File: src/rtl/control_sequencer.sv
// Hardwired fetch/execute sequencer for the 16-register bus datapath; outputs decode state+IR in the same cycle.
// One control step per Clock edge; Stop is latched and only honoured where the sequence would re-enter T0.
module control_sequencer #(
  parameter int unsigned RESET_CYCLES = 1
) (
  input  logic        Clock,
  input  logic        Clear,
  input  logic [31:0] IR,
  input  logic        Stop,
  output logic [15:0] Rin,
  output logic [15:0] Rout,
  output logic        PCin,
  output logic        IRin,
  output logic        HIin,
  output logic        LOin,
  output logic        ZHighin,
  output logic        ZLowin,
  output logic        MARin,
  output logic        MDRin,
  output logic        Yin,
  output logic        PCout,
  output logic        HIout,
  output logic        LOout,
  output logic        ZHighout,
  output logic        ZLowout,
  output logic        MDRout,
  output logic        Read,
  output logic        IncPC,
  output logic [4:0]  OP,
  output logic        Run,
  output logic        Illegal,
  output logic [3:0]  Step
);

  typedef enum logic [3:0] {
    S_RST  = 4'd0,
    T0     = 4'd1,
    T1     = 4'd2,
    T2     = 4'd3,
    T3     = 4'd4,
    T4     = 4'd5,
    T5     = 4'd6,
    T6     = 4'd7,
    S_HALT = 4'd8
  } state_t;

  typedef enum logic [2:0] {
    C_ALU,
    C_MULDIV,
    C_UNARY,
    C_NOP,
    C_HALT,
    C_ILL
  } iclass_t;

  localparam logic [3:0] RST_LOAD = 4'(RESET_CYCLES);

  state_t     state, state_nxt;
  iclass_t    cls;
  logic [3:0] rst_cnt;
  logic       stop_pend;
  state_t     fetch_nxt;

  logic [4:0] opc;
  logic [3:0] ra, rb, rc;
  logic [4:0] alu_op;
  logic       unused_ir;

  assign opc       = IR[31:27];
  assign ra        = IR[26:23];
  assign rb        = IR[22:19];
  assign rc        = IR[18:15];
  assign alu_op    = opc + 5'd1;
  assign unused_ir = ^IR[14:0];

  function automatic logic [15:0] sel16(input logic [3:0] n);
    sel16 = 16'd1 << n;
  endfunction

  always_comb begin
    cls = C_ILL;
    if (opc inside {[5'd3:5'd10]})
      cls = C_ALU;
    else if (opc inside {5'd14, 5'd15})
      cls = C_MULDIV;
    else if (opc inside {5'd16, 5'd17})
      cls = C_UNARY;
    else if (opc == 5'd26)
      cls = C_NOP;
    else if (opc == 5'd27)
      cls = C_HALT;
  end

  always_ff @(posedge Clock or negedge Clear) begin
    if (!Clear) begin
      state     <= S_RST;
      rst_cnt   <= RST_LOAD;
      stop_pend <= 1'b0;
    end else begin
      state <= state_nxt;
      if (state == S_RST && rst_cnt != 4'd1)
        rst_cnt <= rst_cnt - 4'd1;
      // A Stop seen mid-instruction is held until the instruction boundary
      if (Stop && state != S_HALT)
        stop_pend <= 1'b1;
    end
  end

  assign fetch_nxt = (Stop || stop_pend) ? S_HALT : T0;

  always_comb begin
    state_nxt = state;
    case (state)
      S_RST:  if (rst_cnt == 4'd1) state_nxt = fetch_nxt;
      T0:     state_nxt = T1;
      T1:     state_nxt = T2;
      T2:     state_nxt = T3;
      T3: begin
        case (cls)
          C_ALU, C_MULDIV, C_UNARY: state_nxt = T4;
          C_HALT:                   state_nxt = S_HALT;
          default:                  state_nxt = fetch_nxt;
        endcase
      end
      T4:     state_nxt = (cls == C_UNARY) ? fetch_nxt : T5;
      T5:     state_nxt = (cls == C_MULDIV) ? T6 : fetch_nxt;
      T6:     state_nxt = fetch_nxt;
      S_HALT: state_nxt = S_HALT;
      default: state_nxt = S_RST;
    endcase
  end

  always_comb begin
    Rin      = '0;
    Rout     = '0;
    PCin     = 1'b0;
    IRin     = 1'b0;
    HIin     = 1'b0;
    LOin     = 1'b0;
    ZHighin  = 1'b0;
    ZLowin   = 1'b0;
    MARin    = 1'b0;
    MDRin    = 1'b0;
    Yin      = 1'b0;
    PCout    = 1'b0;
    HIout    = 1'b0;
    LOout    = 1'b0;
    ZHighout = 1'b0;
    ZLowout  = 1'b0;
    MDRout   = 1'b0;
    Read     = 1'b0;
    IncPC    = 1'b0;
    OP       = '0;
    Illegal  = 1'b0;
    Step     = state;
    Run      = (state != S_RST) && (state != S_HALT);
    case (state)
      T0: begin
        PCout = 1'b1;
        MARin = 1'b1;
        IncPC = 1'b1;
      end
      T1: begin
        PCin  = 1'b1;
        Read  = 1'b1;
        MDRin = 1'b1;
      end
      T2: begin
        MDRout = 1'b1;
        IRin   = 1'b1;
      end
      T3: begin
        case (cls)
          C_ALU: begin
            Rout = sel16(rb);
            Yin  = 1'b1;
          end
          C_MULDIV: begin
            Rout = sel16(ra);
            Yin  = 1'b1;
          end
          C_UNARY: begin
            Rout   = sel16(rb);
            OP     = alu_op;
            ZLowin = 1'b1;
          end
          C_ILL:   Illegal = 1'b1;
          default: ;
        endcase
      end
      T4: begin
        case (cls)
          C_ALU: begin
            Rout   = sel16(rc);
            OP     = alu_op;
            ZLowin = 1'b1;
          end
          C_MULDIV: begin
            Rout    = sel16(rb);
            OP      = alu_op;
            ZHighin = 1'b1;
            ZLowin  = 1'b1;
          end
          C_UNARY: begin
            ZLowout = 1'b1;
            Rin     = sel16(ra);
          end
          default: ;
        endcase
      end
      T5: begin
        case (cls)
          C_ALU: begin
            ZLowout = 1'b1;
            Rin     = sel16(ra);
          end
          C_MULDIV: begin
            ZLowout = 1'b1;
            LOin    = 1'b1;
          end
          default: ;
        endcase
      end
      T6: begin
        if (cls == C_MULDIV) begin
          ZHighout = 1'b1;
          HIin     = 1'b1;
        end
      end
      default: ;
    endcase
  end

endmodule

File: config.mk
export PLATFORM = sky130hd
export DESIGN_NAME = control_sequencer
export DESIGN_NICKNAME = d
export VERILOG_FILES = /design/src/rtl/control_sequencer.sv
export SDC_FILE = /design/constraint.sdc
export NUM_CORES = 1
export LEC_CHECK = 0
export BUFFER_PORTS_ARGS = -buffer_cell sky130_fd_sc_hd__buf_2
export CAP_MARGIN = 20
export CORE_MARGIN = 2
export CORE_UTILIZATION = 30
export DETAILED_ROUTE_END_ITERATION = 16
export PLACE_DENSITY = 0.64
export RECOVER_POWER = 25
export SETUP_SLACK_MARGIN = 0.02
export SLEW_MARGIN = 25
export SYNTH_ARGS = -nofsm -noshare
export SYNTH_HDL_FRONTEND = slang
export SYNTH_SLANG_ARGS = --single-unit
File: constraint.sdc
create_clock -name Clock -period 2.5 [get_ports Clock]
set_input_delay 0 -clock Clock [delete_from_list [all_inputs] [get_ports Clock]]
set_output_delay 0 -clock Clock [all_outputs]
set_load 0.01 [all_outputs]
Yosys cells after proc, flatten, opt, wreduce, memory -nomap -nowiden
Cells that the tools add are included. Widths: inputs -> output; s select.

$add $sub $neg: 2. Magnitude comparators: 2. Equality and inequality tests: 22. Shift operators: 3. Mux-type cells: 34. Reduce and logical (&&, ||, !) cells: 13.

Operators with widths (number): $pmux 16 s2 (4); $shl 1x4->16 const A (3); $pmux 4 s9 (1); $mux 16 (2); $eq 5x5->1 const B (4); $eq 4x3->1 const B (4); $mux 4 (4); $mux 1 (13); $mux 3 (4); $eq 5x4->1 const B (2); $mux 5 (2); $pmux 5 s2 (1); $eq 4x1->1 const B (2); $eq 4x2->1 const B (2); $pmux 4 s2 (1); $eq 3x3->1 const B (2); $add 5x1->5 const B (1); $ge 5x2->1 const B (1); $le 5x4->1 const B (1); $eq 4x4->1 const B (1); $logic_and 1x1->1 (4); $logic_not 4->1 (1); $ne 4x1->1 const B (1); $ne 4x4->1 const B (1); 11 further kinds (14).

Register bits: 9. Output and inout port bits: 60. Logic and storage cells: 79.

Logic depth before layout (Yosys ltp)
Depth after elaboration: 10. Gate-level depth with buffers: 9. Depth with buffers taken out: 7.

Worst setup path before layout
OpenSTA, ideal clock, no wires.

Path kind: input port to output port. Start: in IR[27]. End: out Rout[6]. Data arrival time: 1.998 ns. Slack: 0.502 ns. Stages on the path: 9. Cell sequence: ha_1 > and3_1 > ha_1 > or4_1 > buf_2 > buf_6 > a2111oi_4 > o21ai_1 > o211ai_1.

Cells in the longest elaborated chain, start to end: 10. Elaborated cells between the ends (all ways): 23. Those cells by class: order compare (2); eq/ne (8); mux (8); reduce/logical (5).

RTL lines: from (decl) (line 8) `input logic [31:0] IR,`; $eq 5x5->1 (line 90) `else if (opc == 5'd27)`; $mux 1 (line 90); $mux 3 (line 88) `else if (opc == 5'd26)`; $mux 3 (line 86) `else if (opc inside {5'd16, 5'd17})`; $mux 3 (line 84) `else if (opc inside {5'd14, 5'd15})`; $mux 3 (*) (line 82) `if (opc inside {[5'd3:5'd10]})`; $eq 3x2->1 / $logic_not 3->1 (equally long branches) (line 173, 192); $reduce_or 2->1 (no source line); $pmux 16 s2 (line 173) `case (cls)`; $pmux 16 s2 (*) (line 157) `case (state)`; to (decl) (line 11) `output logic [15:0] Rout,`.

Mark *: on every way between the ends. The rest lies on a longest branch, timed or not.

Final worst setup path
Start: in IR[27]. End: out Rout[12].

The elaborated chain is that of the path after synthesis.

==> results.md <==
* Core Area at 5920 um2
* Synth top area share at 10.9%
* Final setup violation count at 0
* Crit path required time at 2.50 ns
* Max-slew headroom at 42.7%
* NumNets Final at 374
* Maximum clock rate at 439 MHz
* Worst vdd rail ir drop at 0.304 mV
* Root Driver: clkbuf_8
* Cell Rows at 28
* CTS tree: built
* DRC at 0
* Layout Skew at 0.00381 ns
* Sequential share of the synthesized area at 12.3%
* DRT antenna net count at 0
* Initial antenna violation count at 0
* Crit end category: output pin
* Ys async rst share at 100%
* Startpoint types: input pin
* Buffers added on ports at 77
* Setup tns final at 0 ns
* Post-synth cell types at 56
* Clk Latency, worst-skew pair at 0.24 ns
* Layout cells sized above 1 at 29.6%
* Horiz. Die Dim at 82.2 um
* Tcrit/Tclk final at 91.2%
* Die Y at 82.2 um
* Slew Viols, Final at 0
* Synthesized flop and latch total at 9
* Final Hold Fails at 0
* GRT Overall Usage at 16.9%
* Ant. Diodes at 0
* Final wirelength at 5.73 mm
* Area Overhead vs Synth at 24.5%
* PwrDens at 266 nW/um2
* Most common cell in the synthesized netlist: nor2_1
* Vias in the first global route at 2008
* Post-synthesis cell count at 263
* Clock transition at path regs at 0.05 ns
* Pleak at 0.965 nW
* Post-synth top cells: 37 x nor2_1, 34 x nand2_1, 13 x nor3_1
* Total Power at 0.608 mW
* # clock sinks at 9
* Critical-path cell list: buf_2 > ha_1 > and3_1 > ha_1 > or4_1 > buf_4 > a21oi_1 > a22oi_1 > o221ai_1 > buf_2
* Top FF cell, synth: dfrtp_1
* Initial DRT Pass Iterations at 4
* Worst Tran Pin Value at 0.859 ns
* Critical path class: in -> out
* Buffers plus inverters on the worst setup path at 3
* Max Cap Violations at 0
* Top post-synthesis cells by area: dfrtp_1 11%, nor2_1 7.6%, nand2_1 6.9%
* Clock buffer depth at 2
* Run status: finished clean
* Vias at 2217
* # fillers at 638
* Finished Core Util at 38.6%
* Initial Utilization at 31.0%
* Grt total ovfl at 0
* First-pass GRT wire length at 9.25 mm
* CP delay by family, top: compound AO/OA/AOI/OAI gates
* Slowest CP cell: or4_1
* DP Wirelength at 4.56 mm
* CP max FO at 14
* Largest net degree at the start of global routing at 17
* Largest area contributor in the netlist: dfrtp_1
* WL/cell at 14.1 um
* Yosys warnings at 0
* CTS H-tree lvls at 1
* EDFF count, synth at 0
* Arrival time at the worst endpoint at 2.28 ns
* Vias/cell at 5.46
* RSZ-0062 raised after global routing: no
* Minimum clock period at 2.28 ns
* Gpl congestion at 0.915
* Cell area after synthesis at 1840 um2
* Setup bufs post-CTS at 0
* Average cell area after synthesis at 6.98 um2
* Clock buffer count from CTS at 3
* Max stage delay on crit path at 0.49 ns
* Total die area at 6760 um2
* Hold Path Class: in -> reg
* Initial DRC count at 105
* I/O pins at 95
[placed cells by master (no fill, tap or decap), types with 4 or more instances in the layout]
cell,count
nor2_1,37
clkbuf_1,10
inv_1,10
nor3b_1,4
o21ai_0,8
o221ai_1,11
a22oi_1,10
a211oi_1,7
nand2b_1,12
o21ai_1,6
buf_4,8
a21oi_1,6
buf_2,68
nor4_1,8
nand2_1,34
nor2b_1,6
ha_1,7
o211ai_1,4
nor3_1,13
nand3_1,4
dfrtp_1,8
[report_power, final]
group          total [mW]  switching, mW  internal (mW)
Clock               0.170         0.0587          0.111
Sequential          0.215         0.0284          0.186
Combinational       0.224          0.140         0.0838
Total               0.608          0.227          0.381
[through the flow]
| stage | hold WS (ns) | std cells | setup slack [ns] | instance area [um2] |
|---|---|---|---|---|
| 2_1_floorplan | -0.296 | 264 | 0.502 | 1840 |
| 3_3_place_gp | -0.142 | 401 | 0.241 | 2240 |
| 3_5_place_dp | -0.139 | 401 | 0.232 | 2240 |
| 4_1_cts | 0.0165 | 406 | 0.232 | 2300 |
| 5_1_grt | 0.0666 | 406 | 0.0266 | 2290 |
| 6_report | 0.0170 | 406 | 0.220 | 2290 |
[worst paths after layout]
kind                                  startpoint                     end  slack, ns  cells after the start
min in group asynchronous                  Clear  rst_cnt[3]$_DFFE_PN0P_       0.23                      2
max in group asynchronous                  Clear  rst_cnt[0]$_DFFE_PN1P_       1.91                      2
hold reg to reg            stop_pend$_DFFE_PN0P_   stop_pend$_DFFE_PN0P_       0.47                      1
hold / removal                              Stop   stop_pend$_DFFE_PN0P_       0.02                      3
setup / recovery                          IR[27]                Rout[12]       0.22                     10
setup reg to reg             Step[2]$_DFFE_PN0N_     Step[0]$_DFFE_PN0N_       0.64                      5
[cell type report]
type / count / area (um2) / share of cell area [%]
repair buffers: 86 / 444 / 19.4
multi-input cells: 222 / 1440 / 63.0
flip-flops and latches: 9 / 226 / 9.90
clock buffers: 4 / 45.0 / 1.97
well taps: 75 / 93.8 / 4.10
inverters: 10 / 37.5 / 1.64
[flip-flops by register name (all words and copies together) (netlist names)]
register / cells
Step: 4
rst_cnt: 4
stop_pend: 1
[what timing repair did]
item / CTS / global route
hold endpoints to repair: 9 / 0
hold buffers: 1 / 0
resized for setup: 0 / 1
endpoints found under the setup margin: 0 / 2
[layer usage]
metal	GRT usage, %	part of all wire, %	routed length, um
met3	1.20	5.1	294
met2	27.6	46	2640
met4	6.17	2.0	115
met5	0	0	0
met1	23.1	47	2680
[worst register-to-register path, delay by kind of cell (launching register included)]
kind | cells | cell delay (ns)
AND/OR/NAND/NOR | 2 | 0.52
AO/OA/AOI/OAI | 3 | 0.70
flip-flops | 1 | 0.55
[cells by family after synthesis]
| family | after synthesis | share of synthesized area (%) |
|---|---|---|
| AOI/OAI and AO/OA | 72 | 33.2 |
| xor gates and xnor gates | 5 | 2.38 |
| and+or+nand+nor | 136 | 37.5 |
| adders and majority gates | 7 | 4.77 |
| other | 1 | 0.204 |
| buffers and inverters | 33 | 9.60 |
| DFF | 9 | 12.3 |
Power figures use the tool's default switching activity.
